==> config.mk <==
export PLATFORM = sky130hd
export DESIGN_NAME = ctrl_mc
export DESIGN_NICKNAME = d
export VERILOG_FILES = /design/src/rtl/ctrl_mc.sv
export SDC_FILE = /design/constraint.sdc
export NUM_CORES = 1
export LEC_CHECK = 0
export CAP_MARGIN = 20
export CORE_UTILIZATION = 44
export DETAILED_ROUTE_END_ITERATION = 12
export PLACE_DENSITY = 0.78
export SYNTH_ARGS = -nofsm -noshare
export SYNTH_HDL_FRONTEND = slang
export SYNTH_SLANG_ARGS = --single-unit
==> constraint.sdc <==
create_clock -name clk -period 1.5 [get_ports clk]
set_input_delay 0.3 -clock clk [delete_from_list [all_inputs] [get_ports clk]]
set_output_delay 0.3 -clock clk [all_outputs]
set_load 0.02 [all_outputs]
==> src/rtl/ctrl_mc.sv <==
// Multi-cycle SISC control FSM: fetch/decode/execute/mem/writeback sequencing with a
// bounded memory-ready handshake, branch evaluation, two-cycle SWP writeback and HALT.
module ctrl_mc #(
    parameter int OPW      = 4,
    parameter int MMW      = 4,
    parameter int ALUW     = 2,
    parameter int WAIT_MAX = 15,
    parameter int AM_IMM   = 8
) (
    input  logic            clk,
    input  logic            rst_f,
    input  logic [OPW-1:0]  opcode,
    input  logic [MMW-1:0]  mm,
    input  logic [MMW-1:0]  stat,
    input  logic            mem_rdy,
    output logic            rf_we,
    output logic [ALUW-1:0] alu_op,
    output logic            wb_sel,
    output logic            rb_sel,
    output logic            ir_load,
    output logic            pc_write,
    output logic            pc_sel,
    output logic            br_sel,
    output logic            mem_req,
    output logic            mem_we,
    output logic            halted,
    output logic            bus_err,
    output logic            ill_op,
    output logic [2:0]      state_o
);

    typedef enum logic [2:0] {
        START1  = 3'd0,
        FETCH   = 3'd1,
        DECODE  = 3'd2,
        EXECUTE = 3'd3,
        MEM     = 3'd4,
        WB      = 3'd5,
        WB2     = 3'd6,
        HALT    = 3'd7
    } state_t;

    localparam logic [OPW-1:0] OP_NOOP = OPW'(0);
    localparam logic [OPW-1:0] OP_LOD  = OPW'(1);
    localparam logic [OPW-1:0] OP_STR  = OPW'(2);
    localparam logic [OPW-1:0] OP_SWP  = OPW'(3);
    localparam logic [OPW-1:0] OP_BRA  = OPW'(4);
    localparam logic [OPW-1:0] OP_BRR  = OPW'(5);
    localparam logic [OPW-1:0] OP_BNE  = OPW'(6);
    localparam logic [OPW-1:0] OP_BNR  = OPW'(7);
    localparam logic [OPW-1:0] OP_ALU  = OPW'(8);
    localparam logic [OPW-1:0] OP_HLT  = OPW'(15);

    localparam logic [ALUW-1:0] ALU_RR   = ALUW'(0);
    localparam logic [ALUW-1:0] ALU_RI   = ALUW'(1);
    localparam logic [ALUW-1:0] ALU_PASS = ALUW'(2);

    localparam logic [MMW-1:0] MM_IMM    = MMW'(AM_IMM);
    localparam logic [7:0]     WAIT_LAST = 8'(WAIT_MAX - 1);

    state_t     state_q, state_d;
    logic [7:0] wait_q, wait_d;
    logic       bus_err_q, bus_err_d;
    logic       ill_op_q, ill_op_d;

    logic op_valid;
    logic br_hit;
    logic mem_stall;
    logic timeout;

    // Memory handshake: mem_req is held until mem_rdy; a request that has been
    // refused WAIT_MAX consecutive cycles aborts to HALT unless mem_rdy rescues it.
    assign op_valid  = (opcode <= OP_ALU) || (opcode == OP_HLT);
    assign br_hit    = (stat & mm) != '0;
    assign mem_stall = mem_req && !mem_rdy;
    assign timeout   = mem_stall && (wait_q == WAIT_LAST);

    always_ff @(posedge clk or negedge rst_f) begin
        if (!rst_f) begin
            state_q   <= START1;
            wait_q    <= '0;
            bus_err_q <= 1'b0;
            ill_op_q  <= 1'b0;
        end else begin
            state_q   <= state_d;
            wait_q    <= wait_d;
            bus_err_q <= bus_err_d;
            ill_op_q  <= ill_op_d;
        end
    end

    always_comb begin
        state_d   = state_q;
        bus_err_d = bus_err_q;
        ill_op_d  = ill_op_q;
        case (state_q)
            START1:  state_d = FETCH;
            FETCH:   if (mem_rdy) state_d = DECODE;
            DECODE: begin
                if (!op_valid) ill_op_d = 1'b1;
                state_d = (opcode == OP_HLT) ? HALT : EXECUTE;
            end
            EXECUTE: begin
                if (opcode == OP_LOD || opcode == OP_STR)      state_d = MEM;
                else if (opcode == OP_ALU || opcode == OP_SWP) state_d = WB;
                else                                           state_d = FETCH;
            end
            MEM:     if (mem_rdy) state_d = (opcode == OP_LOD) ? WB : FETCH;
            WB:      state_d = (opcode == OP_SWP) ? WB2 : FETCH;
            WB2:     state_d = FETCH;
            HALT:    state_d = HALT;
            default: state_d = START1;
        endcase
        if (timeout) begin
            bus_err_d = 1'b1;
            state_d   = HALT;
        end
        wait_d = (mem_stall && state_d == state_q) ? wait_q + 8'd1 : 8'd0;
    end

    always_comb begin
        rf_we    = 1'b0;
        alu_op   = ALU_PASS;
        wb_sel   = 1'b0;
        rb_sel   = 1'b0;
        ir_load  = 1'b0;
        pc_write = 1'b0;
        pc_sel   = 1'b0;
        br_sel   = 1'b0;
        mem_req  = 1'b0;
        mem_we   = 1'b0;
        halted   = 1'b0;
        case (state_q)
            FETCH: begin
                mem_req = 1'b1;
                if (mem_rdy) begin
                    ir_load  = 1'b1;
                    pc_write = 1'b1;
                end
            end
            EXECUTE: begin
                case (opcode)
                    OP_ALU: alu_op = (mm == MM_IMM) ? ALU_RI : ALU_RR;
                    OP_BRA, OP_BRR: begin
                        if (br_hit) begin
                            pc_write = 1'b1;
                            pc_sel   = 1'b1;
                            br_sel   = (opcode == OP_BRR);
                        end
                    end
                    OP_BNE, OP_BNR: begin
                        if (!br_hit) begin
                            pc_write = 1'b1;
                            pc_sel   = 1'b1;
                            br_sel   = (opcode == OP_BNR);
                        end
                    end
                    default: alu_op = ALU_PASS;
                endcase
            end
            MEM: begin
                mem_req = 1'b1;
                mem_we  = (opcode == OP_STR);
            end
            WB: begin
                rf_we  = 1'b1;
                wb_sel = (opcode == OP_LOD);
            end
            WB2: begin
                rf_we  = 1'b1;
                rb_sel = 1'b1;
            end
            HALT:    halted = 1'b1;
            default: halted = 1'b0;
        endcase
    end

    assign bus_err = bus_err_q;
    assign ill_op  = ill_op_q;
    assign state_o = state_q;

    // OP_NOOP documents the encoding; it simply falls through as "no action".
    logic unused_noop;
    assign unused_noop = (opcode == OP_NOOP);

endmodule
==> flow_summary_export.csv, run 1 <==
group,metric,value,unit
job,maxCapViolCount,0,
logic_synthesis,synth_area,910.9,um2
drt,drc,0,
status,violations,"setup timing",
clocking,path_clk_slew,0.08,ns
floorplan,core-area,1962,um2
floorplan,die_h,47.50,um
logic_synthesis,synthSimpleGateAreaFrac,0.3352,
placed_design,dp_hpwl,1.958,mm
pwr,comb_power_share,0.682,
logic_synthesis,ys_ff_latch,13,
drt,viasPerCell,5.288,
pwr,pwr-share-seq,0.221,
clocking,cts_hold_buf,0,
clocking,clk_path_buf_depth,2,
timing,min_period_over_period,1.244,
timing,rsz0062_at_grt,"yes",
drt,firstDrtPassIters,4,
pwr,power.total,2.197,mW
setup_path,cp.required,1.20,ns
drt,vias,1010,
floorplan,num_rows,16,
floorplan,die_w,47.50,um
logic_synthesis,synth-seq-area-share,0.3571,
grt,antenna_found_initial,0,
logic_synthesis,muxShareOfSynthArea,0.01099,
finish,finalNonFillerCells,191,
placed_design,dp_cells,179,
clocking,clk_latency,0.28,ns
timing,setup_ws,-0.3653,ns
grt,grt_max_degree,10,
setup_path,critPathCaptureType,"output pin",
status,status,"finished with violations",
logic_synthesis,synthAdderAreaFrac,0.02747,
logic_synthesis,synth_top_family_by_area,"simple AND/OR/NAND/NOR gates",
placed_design,gp_congestion,0.8635,
pwr,clockPowerShare,0.097,
setup_path,critPathLaunch,"state_o[2]$_DFF_PN0_",
pwr,p_int,1.312,mW
finish,final_nets,182,
timing,maxSlewViolCount,0,
timing,finClkSkew,0.005857,ns
finish,mostFrequentLayoutCells,"28 x buf_4, 14 x buf_6, 11 x dfrtp_1",
grt,first_global_vias,950,
clocking,htreeDepth,1,
floorplan,io_pins,32,
logic_synthesis,ys.warnings.count,0,
timing,setup_viol,16,
timing,slew_headroom,0.7503,
timing,post-route-min-period,1.865,ns
drt,dr.first_iter.drc_count,10,
clocking,cts_made_buffers,3,
logic_synthesis,synth_compound_area_frac,0.1140,
timing,tns,-2.570,ns
grt,grt.total_usage,0.2651,
timing,hold_violations,0,
pwr,switching_share,0.4030,
finish,layout.cells.most_common,"buf_4",
finish,area_growth,79.26,%
finish,drive_gt1_frac,0.4573,
setup_path,r2r-start,"state_o[0]$_DFF_PN0_",
logic_synthesis,syn_avg_cell_area,8.843,um2
logic_synthesis,synth_edf_count,0,
timing,worst_pin_slew,0.3711,ns
grt,grt_overflow,0,
logic_synthesis,async_flop_share,1.000,
setup_path,crit_fanout,3,
logic_synthesis,synth_ff_type,"dfrtp_1",
placed_design,dpl_cell_area,1430,um2
logic_synthesis,ys_types,39,
setup_path,start_kind,"flip-flop",
logic_synthesis,synth_xor_area_frac,0.08654,
logic_synthesis,postSynthCellCount,103,
setup_path,worstPathArrival,1.57,ns
floorplan,die_area,2256,um2
pwr,peakVddDrop,1.157,mV
pwr,p_leak,0.7454,nW
pwr,powerDensity,1346,nW/um2
finish,n_antenna_cell,0,
placed_design,port_buffers,31,
clocking,cts_tree,"done",
timing,fmax,536.1,MHz
finish,fin_util,0.8323,
clocking,clockRootBuffer,"clkbuf_4",
setup_path,worst-setup-path-type,"reg2out",
floorplan,start_util,0.4643,
logic_synthesis,synth_nets,120,
drt,wl_per_cell,14.64,um
clocking,cts_sinks,13,
drt,wirelength,2.796,mm
finish,stdcell_area,1633,um2
pwr,switchingPower,885.4,uW
min_path,min_path_type,"in2async",
grt,grt_first_pass_wirelength,4.029,mm
drt,ant_nets,0,
stage by stage:
step                setup slack (ns)  hold slack (ns)
detailed placement           -0.9579           0.4612
finish                       -0.3653           0.2513
floorplan                    -0.2421         0.004409
global placement             -0.9133           0.4499
CTS                          -0.3476           0.2381
global route                 -0.4663           0.2515
final timing paths:
| kind | endpoint | slack [ns] | cells after the start |
|---|---|---|---|
| setup / recovery | br_sel | -0.37 | 5 |
| hold reg to reg | ill_op$_DFFE_PN0P_ | 0.48 | 1 |
| hold / removal | bus_err$_DFFE_PN0P_ | 0.25 | 1 |
| min in group clk | ill_op$_DFFE_PN0P_ | 0.48 | 1 |
| max in group asynchronous | wait_q[2]$_DFF_PN0_ | 0.85 | 2 |
| setup reg to reg | state_o[1]$_DFF_PN0_ | -0.05 | 7 |
repair_timing:
action	CTS	global route
pin swaps	14	8
gates resized for setup	110	16
endpoints found under the setup margin	20	26
buffers inserted	4	6
hold endpoints to repair	0	0
routing by layer:
metal	GRT usage	share of wire	vias up
li1	-	-	489
met1	0.2940	0.40	489
met2	0.4658	0.57	26
met3	0.03396	0.020	6
met4	0.1886	0.013	0
met5	0	0	-
cell type report:
type / instances / area [um2]
inverter: 5 / 18.77
timing repair buffer: 63 / 558.0
multi-input combinational: 79 / 668.1
sequential: 13 / 327.8
clock buffer: 4 / 26.28
tap: 27 / 33.78
fill: 131 / 329.1
power by group through the flow:
stage	clock, mW	combinational, mW	sequential, mW
global route	0.244	1.59	0.496
global placement	0	1.10	0.488
detailed placement	0	1.13	0.492
finish	0.213	1.50	0.486
floorplan	0	0.552	0.539
CTS	0.226	1.24	0.485
worst max-delay path, stage by stage, from the launching register on:
cell and delay, ns:
dfrtp_2 0.44, nor2b_4 0.13, nand4b_1 0.16, nor3b_4 0.27, and2_4 0.18, buf_6 0.10
registers in the layout, indices dropped and copies added (netlist names):
name,count
bus_err,1
ill_op,1
state_o,3
wait_q,8
Yosys cell counts (3+ instances only):
cell      count  share of area
dfrtp_1      13           0.36
nor2_1       12          0.049
nand2_1       6          0.025
xor2_1        6          0.058
inv_1         5          0.021
nand3_1       5          0.027
nand2b_1      4          0.027
nand4_1       4          0.027
nor3_1        4          0.022
and2_1        3          0.021
xnor2_1       3          0.029
cell families after synthesis:
group                      Yosys count
AOI/OAI and AO/OA                   13
and+or+nand+nor                     54
xor gates and xnor gates             9
buffers and inverters               11
DFF                                 13
muxes                                1
adders and majority gates            2
Note: power is estimated with default switching activity, not from simulation.
==> run 2, diff against run 1 <==
- ABC_AREA: not set -> 1
- CORE_ASPECT_RATIO: not set -> 1.2
==> flow_summary_export.csv, run 2 <==
group,metric,value,unit
status,status,"finished with violations",
status,violations,"setup timing",
floorplan,die_area,2307,um2
clocking,clk_path_buf_depth,2,
placed_design,dp_hpwl,2.046,mm
setup_path,critical-path-slowest-cell,"dfrtp_2",
drt,firstDrtPassIters,7,
grt,grt.total_usage,0.2633,
timing,worst_pin_slew,0.3712,ns
setup_path,crit_fanout,5,
clocking,cts_made_buffers,3,
logic_synthesis,synthTopCellsByArea,"dfrtp_1 35%, inv_1 9.3%, nand3_1 8.1%",
timing,fmax,557.1,MHz
placed_design,gp_congestion,0.8558,
clocking,cts_tree,"done",
setup_path,critPathCaptureType,"output pin",
timing,setup_viol,25,
finish,seqCellArea,329.1,um2
floorplan,num_rows,17,
drt,viasPerCell,5.918,
timing,maxSlewViolCount,0,
logic_synthesis,ys_ff_latch,13,
drt,ant_nets,0,
grt,antenna_found_initial,0,
pwr,powerDensity,1329,nW/um2
setup_path,reg2regPathDepth,10,
logic_synthesis,synth_ff_type,"dfrtp_1",
logic_synthesis,synth_area,932.1,um2
logic_synthesis,synth_edf_count,0,
finish,mostFrequentLayoutCells,"33 x buf_4, 19 x buf_6, 18 x inv_1",
floorplan,start_util,0.4869,
grt,grt_max_degree,14,
timing,tns,-4.275,ns
finish,drive_gt1_frac,0.4975,
min_path,min_path_type,"in2async",
logic_synthesis,async_flop_share,1.000,
finish,layout.cells.most_common,"buf_4",
drt,drc,0,
finish,n_fill_cell,78,
clocking,clk_latency,0.29,ns
timing,finClkSkew,0.007020,ns
clocking,clockRootBuffer,"clkbuf_4",
logic_synthesis,ys.warnings.count,0,
grt,grt_overflow,0,
finish,multi_input_area,673.1,um2
finish,largest_register,"wait_q",
drt,vias,1302,
setup_path,worst-setup-path-type,"reg2out",
clocking,cts_sinks,13,
grt,first_global_vias,1120,
logic_synthesis,ys_top_cells_by_count,"23 x inv_1, 17 x nand2_1, 15 x nand3_1, 15 x nor2_1, 13 x dfrtp_1",
setup_path,start_kind,"flip-flop",
setup_path,cp.required,1.20,ns
placed_design,port_buffers,31,
drt,wl_per_cell,18.55,um
floorplan,core-area,1914,um2
timing,slew_headroom,0.7516,
setup_path,critPathMostFrequentCell,"buf_6",
logic_synthesis,yosysMostFrequentCell,"inv_1",
job,maxCapViolCount,0,
timing,rsz0062_at_grt,"yes",
logic_synthesis,synth_nets,145,
setup_path,max_stage_delay,0.44,ns
pwr,p_leak,0.8761,nW
timing,min_period_over_period,1.197,
setup_path,crit_chain,"inv_4 -> buf_4 -> buf_6 -> nand4_1 -> nand2_2 -> buf_6",
logic_synthesis,synth_top_area_cell,"dfrtp_1",
logic_synthesis,ys_types,23,
clocking,htreeDepth,1,
finish,final_nets,219,
finish,n_antenna_cell,0,
floorplan,io_pins,32,
pwr,peakVddDrop,0.9266,mV
drt,dr.first_iter.drc_count,74,
timing,hold_violations,0,
clocking,path_clk_slew,0.08,ns
logic_synthesis,postSynthCellCount,128,
grt,grt_first_pass_wirelength,4.512,mm
logic_synthesis,synth_top_area_share,0.3490,
finish,area_growth,90.07,%
logic_synthesis,syn_avg_cell_area,7.282,um2
timing,setup_ws,-0.2951,ns
drt,wirelength,4.082,mm
floorplan,die_h,52.42,um
setup_path,worstPathArrival,1.50,ns
logic_synthesis,synth-seq-area-share,0.3490,
floorplan,die_w,44.02,um
timing,holdWs,0.3256,ns
clocking,cts_hold_buf,0,
timing,post-route-min-period,1.795,ns
finish,largest_register_ff_count,8,
[run 2: worst paths after layout]
path | from | endpoint | slack (ns)
max in group asynchronous | rst_f | state_o[2]$_DFF_PN0_ | 1.00
setup reg to reg | state_o[1]$_DFF_PN0_ | wait_q[7]$_DFF_PN0_ | -0.18
setup / recovery | state_o[2]$_DFF_PN0_ | pc_write | -0.30
min in group clk | ill_op$_DFFE_PN0P_ | ill_op$_DFFE_PN0P_ | 0.50
hold reg to reg | ill_op$_DFFE_PN0P_ | ill_op$_DFFE_PN0P_ | 0.50
hold / removal | rst_f | state_o[1]$_DFF_PN0_ | 0.33
[run 2: timing repair]
| item | CTS | global route |
|---|---|---|
| buffers inserted | 1 | 7 |
| setup endpoints to repair | 25 | 21 |
| pin swaps | 12 | 9 |
| gates resized for setup | 99 | 31 |
[run 2: cell families (layout without fill, tap and decap cells)]
logic type      count (synthesis)  count (layout)  share of synthesized area
simple gates                   71              71                     0.4000
buf+inv                        26              99                     0.1087
flops                          13              13                     0.3490
compound gates                 10              10                    0.05906
xor+xnor                        6               6                    0.05638
fa+ha+maj                       2               2                    0.02684
[run 2: report_power, final]
| group | switching, mW | internal [mW] |
|---|---|---|
| registers | 0.0636 | 0.419 |
| clock network | 0.124 | 0.104 |
| logic | 0.890 | 0.754 |
| total | 1.08 | 1.28 |
[run 2: stage by stage]
step                worst slack (ns)  cells  power [mW]  utilization  cell area, um2
floorplan                   0.008996    128       1.070            -           984.7
global placement             -0.7849    208       1.613       0.8046            1540
global route                 -0.3768    220       2.439       0.9255            1772
detailed placement           -0.8402    208       1.634       0.8046            1540
CTS                          -0.2573    213       1.919       0.8399            1608
finish                       -0.2951    220       2.354       0.9255            1772
[run 2: routing by layer]
metal | routed length, um | vias to the layer above | GRT usage | part of all wire
li1 | - | 554 | - | -
met1 | 1489 | 607 | 0.3002 | 0.36
met5 | 0 | - | 0 | 0
met4 | 223 | 0 | 0.06061 | 0.055
met2 | 2049 | 109 | 0.4828 | 0.50
met3 | 319 | 32 | 0.06552 | 0.078
[run 2: worst max-delay path, delay by kind of cell (launching register included)]
kind                   cells  cell delay, ns
buffers and inverters      4            0.41
DFF                        1            0.44
and+or+nand+nor            2            0.35
[run 2: area by class of cell]
cell class,instances,share of cell area
Multi-Input combinational cell,89,0.3799
Sequential cell,13,0.1857
Timing Repair Buffer,70,0.3517
Inverter,25,0.05438
Clock buffer,4,0.01483
Tap cell,19,0.01342
==> run 3, diff against run 2 <==
- CORE_UTILIZATION: 44 -> 46
- CTS_BUF_LIST: not set -> sky130_fd_sc_hd__clkbuf_4 sky130_fd_sc_hd__clkbuf_8
- PLACE_DENSITY: 0.78 -> 0.81
==> flow_summary_export.csv, run 3 (synthesized netlist as in run 2, its figures left out) <==
group,metric,value,unit
clocking,cts_hold_buf,0,
timing,setup_ws,-0.3792,ns
pwr,powerDensity,1327,nW/um2
grt,grt_first_pass_wirelength,5.747,mm
grt,first_global_vias,1289,
finish,largest_register_ff_count,8,
floorplan,die_area,2211,um2
floorplan,core-area,1872,um2
finish,area_growth,95.70,%
drt,wirelength,5.011,mm
placed_design,dp_cells,209,
finish,n_antenna_cell,0,
finish,stdcell_area,1824,um2
grt,grt.total_usage,0.3611,
finish,final_nets,222,
grt,grt_overflow,0,
drt,drc,0,
clocking,path_clk_slew,0.08,ns
timing,min_period_over_period,1.253,
clocking,htreeDepth,1,
min_path,min_path_type,"in2async",
setup_path,worst-setup-path-type,"reg2reg",
pwr,p_leak,0.9021,nW
floorplan,num_rows,17,
clocking,clk_path_buf_depth,2,
setup_path,crit_fanout,8,
setup_path,start_kind,"flip-flop",
floorplan,die_w,43.10,um
timing,post-route-min-period,1.879,ns
clocking,cts_tree,"done",
placed_design,gp_congestion,0.7909,
grt,grt_max_degree,14,
setup_path,critPathCaptureType,"flip-flop",
timing,rsz0062_at_grt,"yes",
timing,finClkSkew,0.008413,ns
timing,maxSlewViolCount,0,
drt,viasPerCell,6.247,
floorplan,io_pins,32,
finish,largest_register,"wait_q",
status,violations,"setup timing",
timing,slew_headroom,0.7163,
drt,firstDrtPassIters,6,
drt,dr.first_iter.drc_count,96,
grt,antenna_found_initial,0,
timing,tns,-6.242,ns
pwr,peakVddDrop,1.122,mV
clocking,cts_made_buffers,3,
floorplan,start_util,0.4980,
setup_path,worstPathArrival,2.10,ns
clocking,clk_latency,0.29,ns
drt,wl_per_cell,22.47,um
floorplan,die_h,51.31,um
drt,vias,1393,
finish,mostFrequentLayoutCells,"36 x buf_4, 16 x inv_1, 16 x buf_6",
clocking,clockRootBuffer,"clkbuf_4",
finish,finalNonFillerCells,223,
finish,drive_gt1_frac,0.5392,
timing,holdWs,0.3173,ns
pwr,power.total,2.421,mW
timing,setup_viol,25,
status,status,"finished with violations",
timing,fmax,532.1,MHz
placed_design,dp_hpwl,2.261,mm
job,maxCapViolCount,0,
clocking,cts_sinks,13,
placed_design,port_buffers,31,
timing,worst_pin_slew,0.4211,ns
setup_path,cp.required,1.72,ns
drt,ant_nets,0,
timing,hold_violations,0,
setup_path,reg2regPathDepth,12,
finish,layout.cells.most_common,"buf_4",
placed_design,dpl_cell_area,1548,um2
-- run 3: layout make-up --
type                            count  area [um2]
Fill cell                          31       47.55
Timing Repair Buffer               73       635.6
Clock buffer                        4       30.03
Tap cell                           19       23.77
Multi-Input combinational cell     89       706.9
Inverter                           25       98.84
Sequential cell                    13       329.1
-- run 3: report_power, final --
group	switching, mW	internal, mW
Clock	0.124	0.122
Combinational	0.920	0.753
Sequential	0.0822	0.419
Total	1.13	1.29
-- run 3: final timing paths --
path                                      start                    to  slack (ns)
min                                       rst_f  state_o[0]$_DFF_PN0_        0.32
max in group asynchronous                 rst_f  state_o[2]$_DFF_PN0_        1.01
max                        state_o[2]$_DFF_PN0_   wait_q[4]$_DFF_PN0_       -0.38
max reg2reg                state_o[2]$_DFF_PN0_   wait_q[4]$_DFF_PN0_       -0.38
min reg2reg                 bus_err$_DFFE_PN0P_   bus_err$_DFFE_PN0P_        0.51
min in group clk            bus_err$_DFFE_PN0P_   bus_err$_DFFE_PN0P_        0.51
-- run 3: timing repair --
action	4_1_cts	5_1_grt
setup endpoints to repair	25	25
cloned	0	0
resized for setup	122	20
setup buffers	4	7
pin swaps	14	15
-- run 3: per-layer routing --
layer	part of all wire	track usage	vias up
met5	0	0	-
met1	0.33	0.3978	632
li1	-	-	560
met3	0.10	0.07067	57
met2	0.48	0.6393	144
met4	0.095	0.1919	0
-- run 3: through the flow --
step	utilization	worst slack [ns]
3_5_place_dp	0.8269	-0.8625
2_1_floorplan	-	0.008996
3_3_place_gp	0.8269	-0.7854
6_report	0.9746	-0.3792
4_1_cts	0.9218	-0.2623
5_1_grt	0.9746	-0.4017
-- run 3: critical path: stages, from the launching register on --
cell and delay, ns:
dfrtp_2 0.41, inv_4 0.05, buf_4 0.13, buf_6 0.11, buf_6 0.11, buf_4 0.13, nand3b_1 0.14, nand2_1 0.11
nor2_2 0.17, nand3_4 0.11, nand2_4 0.11, nand2_8 0.11, nor2_2 0.11
==> patch: new RTL, flow settings as in run 1 <==
`MMW`: 4 -> 3.
--- a/src/rtl/ctrl_mc.sv
+++ b/src/rtl/ctrl_mc.sv
@@ -2,7 +2,7 @@
 // bounded memory-ready handshake, branch evaluation, two-cycle SWP writeback and HALT.
 module ctrl_mc #(
     parameter int OPW      = 4,
-    parameter int MMW      = 4,
+    parameter int MMW      = 3,
     parameter int ALUW     = 2,
     parameter int WAIT_MAX = 15,
     parameter int AM_IMM   = 8
Interface: changed (resized mm and stat); port bits go from 32 to 30. The function was not compared with the original's and may differ.
==> patch against run 1 <==
The flow still finishes with violations (negative setup slack). Power is 5.3% higher. Non-clock buffer count is 6 lower. Worst setup slack worse by 0.011 ns. Routed wire length is 3.4% lower. Combinational power is 6% higher. Core utilization is 4.0 points lower. Global-route usage is 2.1 points lower. Critical path depth stayed put. Cell area is 4.8% lower. Sequential cell count stayed put. Area after synthesis is 0.27% higher. Clock skew is 0.00065 ns higher. Maximum frequency is 0.61% lower. Sequential power is 4.1% higher. Largest cell class unchanged. Largest power group unchanged.
==> patch: results (changes against run 1) <==
metric;value;unit;change
Setup Skew;0.00650;ns;was 0.00586 ns
synth top area cells;dfrtp_1 (36%), xor2_1 (6.7%), nor2_1 (5.3%);;was dfrtp_1 (36%), xor2_1 (5.8%), nor2_1 (4.9%)
outcome;complete, but fails checks;;unchanged
share of cells above drive strength 1;0.497;;was 0.457
GRT met3 Usage;0.0566;;was 0.0340
drt drc;0;;unchanged
Max rail drop VDD;0.917;mV;was 1.16 mV
ANT cells;0;;unchanged
DP Area;1370;um^2;was 1430 um^2
r2r setup slk;0.01;ns;was -0.05 ns
Via-to-Cell Ratio;5.34;;was 5.29
H-tree depth;1;;unchanged
Hold WS;0.315;ns;was 0.251 ns
total of fill cells in the finished design;130;;was 131
Most flops, register;wait_q;;unchanged
met1 Use GR;0.311;;was 0.294
crit-path max FO;5;;was 3
All-Layer GR Usage;0.244;;was 0.265
crit path DAT;1.58;ns;
CTS max path bufs;2;;unchanged
initial antenna violation count;0;;unchanged
worst slack at placement;-1.13;ns;was -0.958 ns
normalized max-slew margin;0.734;;was 0.750
CP peak stage delay;0.42;ns;was 0.44 ns
largest net degree at the start of global routing;14;;was 10
root buf cell;clkbuf_4;;unchanged
GPL Wtd Cong;0.826;;was 0.864
Ys Warns;0;;unchanged
register area share after synthesis;0.356;;was 0.357
first-pass GRT wire length;3.86;mm;was 4.03 mm
synth cell count leaders;dfrtp_1 (13), nor2_1 (13), xor2_1 (7), nand2_1 (5), nand3_1 (5);;was dfrtp_1 (13), nor2_1 (12), nand2_1 (6), xor2_1 (6)
setup ws final;-0.377;ns;was -0.365 ns
failing checks;negative setup slack;;unchanged
met2 usage;0.436;;was 0.466
clock latency on the worst-skew pair;0.28;ns;about the same
vias in the first global route;892;;was 950
Initial DRC Count;34;;was 10
slowest CP cell;dfrtp_2;;unchanged
setup violators final;11;;was 16
Leak;0.729;nW;was 0.745 nW
R2R cell count;7;;unchanged
top_reg_cell synth;dfrtp_1;;unchanged
TritonRoute pass-1 iters;4;;unchanged
DPL Wire Length;1.75;mm;was 1.96 mm
syn_nets;119;;was 120
IO buf count;29;;was 31
Final Net Count;173;;was 182
Largest register FFs;8;;unchanged
routed length per instance;14.7;um;was 14.6 um
## patch: cell types whose count changed after synthesis, moves of 2 or more
| cell | run 1 | this run |
|---|---|---|
| or3_1 | 2 | 0 |
| and3_1 | 2 | 4 |
| o211ai_1 | 2 | 0 |
| buf_4 | 1 | 3 |
| a211oi_1 | 0 | 2 |
| inv_1 | 5 | 2 |
| a22o_1 | 2 | 0 |
## patch: report_power, final
part / internal, mW / switching [mW] / leakage [nW] / total [mW]
Sequential: 0.428 / 0.0778 / 0.169 / 0.506
Combinational: 0.826 / 0.769 / 0.544 / 1.59
Clock: 0.103 / 0.109 / 0.0150 / 0.212
Total: 1.36 / 0.955 / 0.729 / 2.31
## patch: kinds of logic after synthesis
| group | after synthesis | share of synthesized area |
|---|---|---|
| AOI/OAI and AO/OA | 12 | 0.0945 |
| buffers and inverters | 10 | 0.0657 |
| DFF | 13 | 0.356 |
| xor gates and xnor gates | 10 | 0.0959 |
| and+or+nand+nor | 57 | 0.360 |
| adders and majority gates | 2 | 0.0274 |
## patch: final timing paths
kind | startpoint | endpoint
worst max-delay path | state_o[1]$_DFF_PN0_ | br_sel
worst min-delay path | rst_f | wait_q[4]$_DFF_PN0_
worst max register to register | state_o[0]$_DFF_PN0_ | state_o[2]$_DFF_PN0_
worst min register to register | bus_err$_DFFE_PN0P_ | bus_err$_DFFE_PN0P_
max in group asynchronous | rst_f | state_o[0]$_DFF_PN0_
min in group clk | opcode[3] | ill_op$_DFFE_PN0P_
## patch: worst reg2reg max path, cell delays in order, from the launching register on
cell and delay, ns:
dfrtp_2 0.40, buf_6 0.14, buf_6 0.10, buf_8 0.12, or3b_4 0.38, a21boi_2 0.12, o21ai_1 0.08, nand4_1 0.09
## patch: area by class of cell
type | count | area [um^2] | share of cell area
multi-input combinational | 81 | 662 | 0.426
clock buffer | 4 | 26.3 | 0.0169
inverter | 2 | 10.0 | 0.00644
tap | 27 | 33.8 | 0.0217
timing repair buffer | 57 | 495 | 0.319
sequential | 13 | 328 | 0.211
## patch: repair_timing
| item | 4_1_cts | 5_1_grt |
|---|---|---|
| setup buffers | 6 | 7 |
| resized for setup | 132 | 18 |
| pin swaps | 12 | 15 |
| endpoints found under the setup margin | 29 | 19 |
| hold buffers | 0 | 0 |
## patch: per-layer routing
layer / vias up / part of all wire
met5: - / 0
met3: 10 / 0.042
li1: 479 / -
met1: 458 / 0.41
met4: 0 / 0.023
met2: 36 / 0.52
## patch: metrics by stage
stage / instances / util / TNS [ns]
after floorplan: 104 / - / -0.790
after global placement: 171 / 0.700 / -8.73
after detailed placement: 171 / 0.700 / -9.45
after CTS: 181 / 0.757 / -2.07
after global routing: 184 / 0.793 / -3.13
final: 184 / 0.793 / -2.31
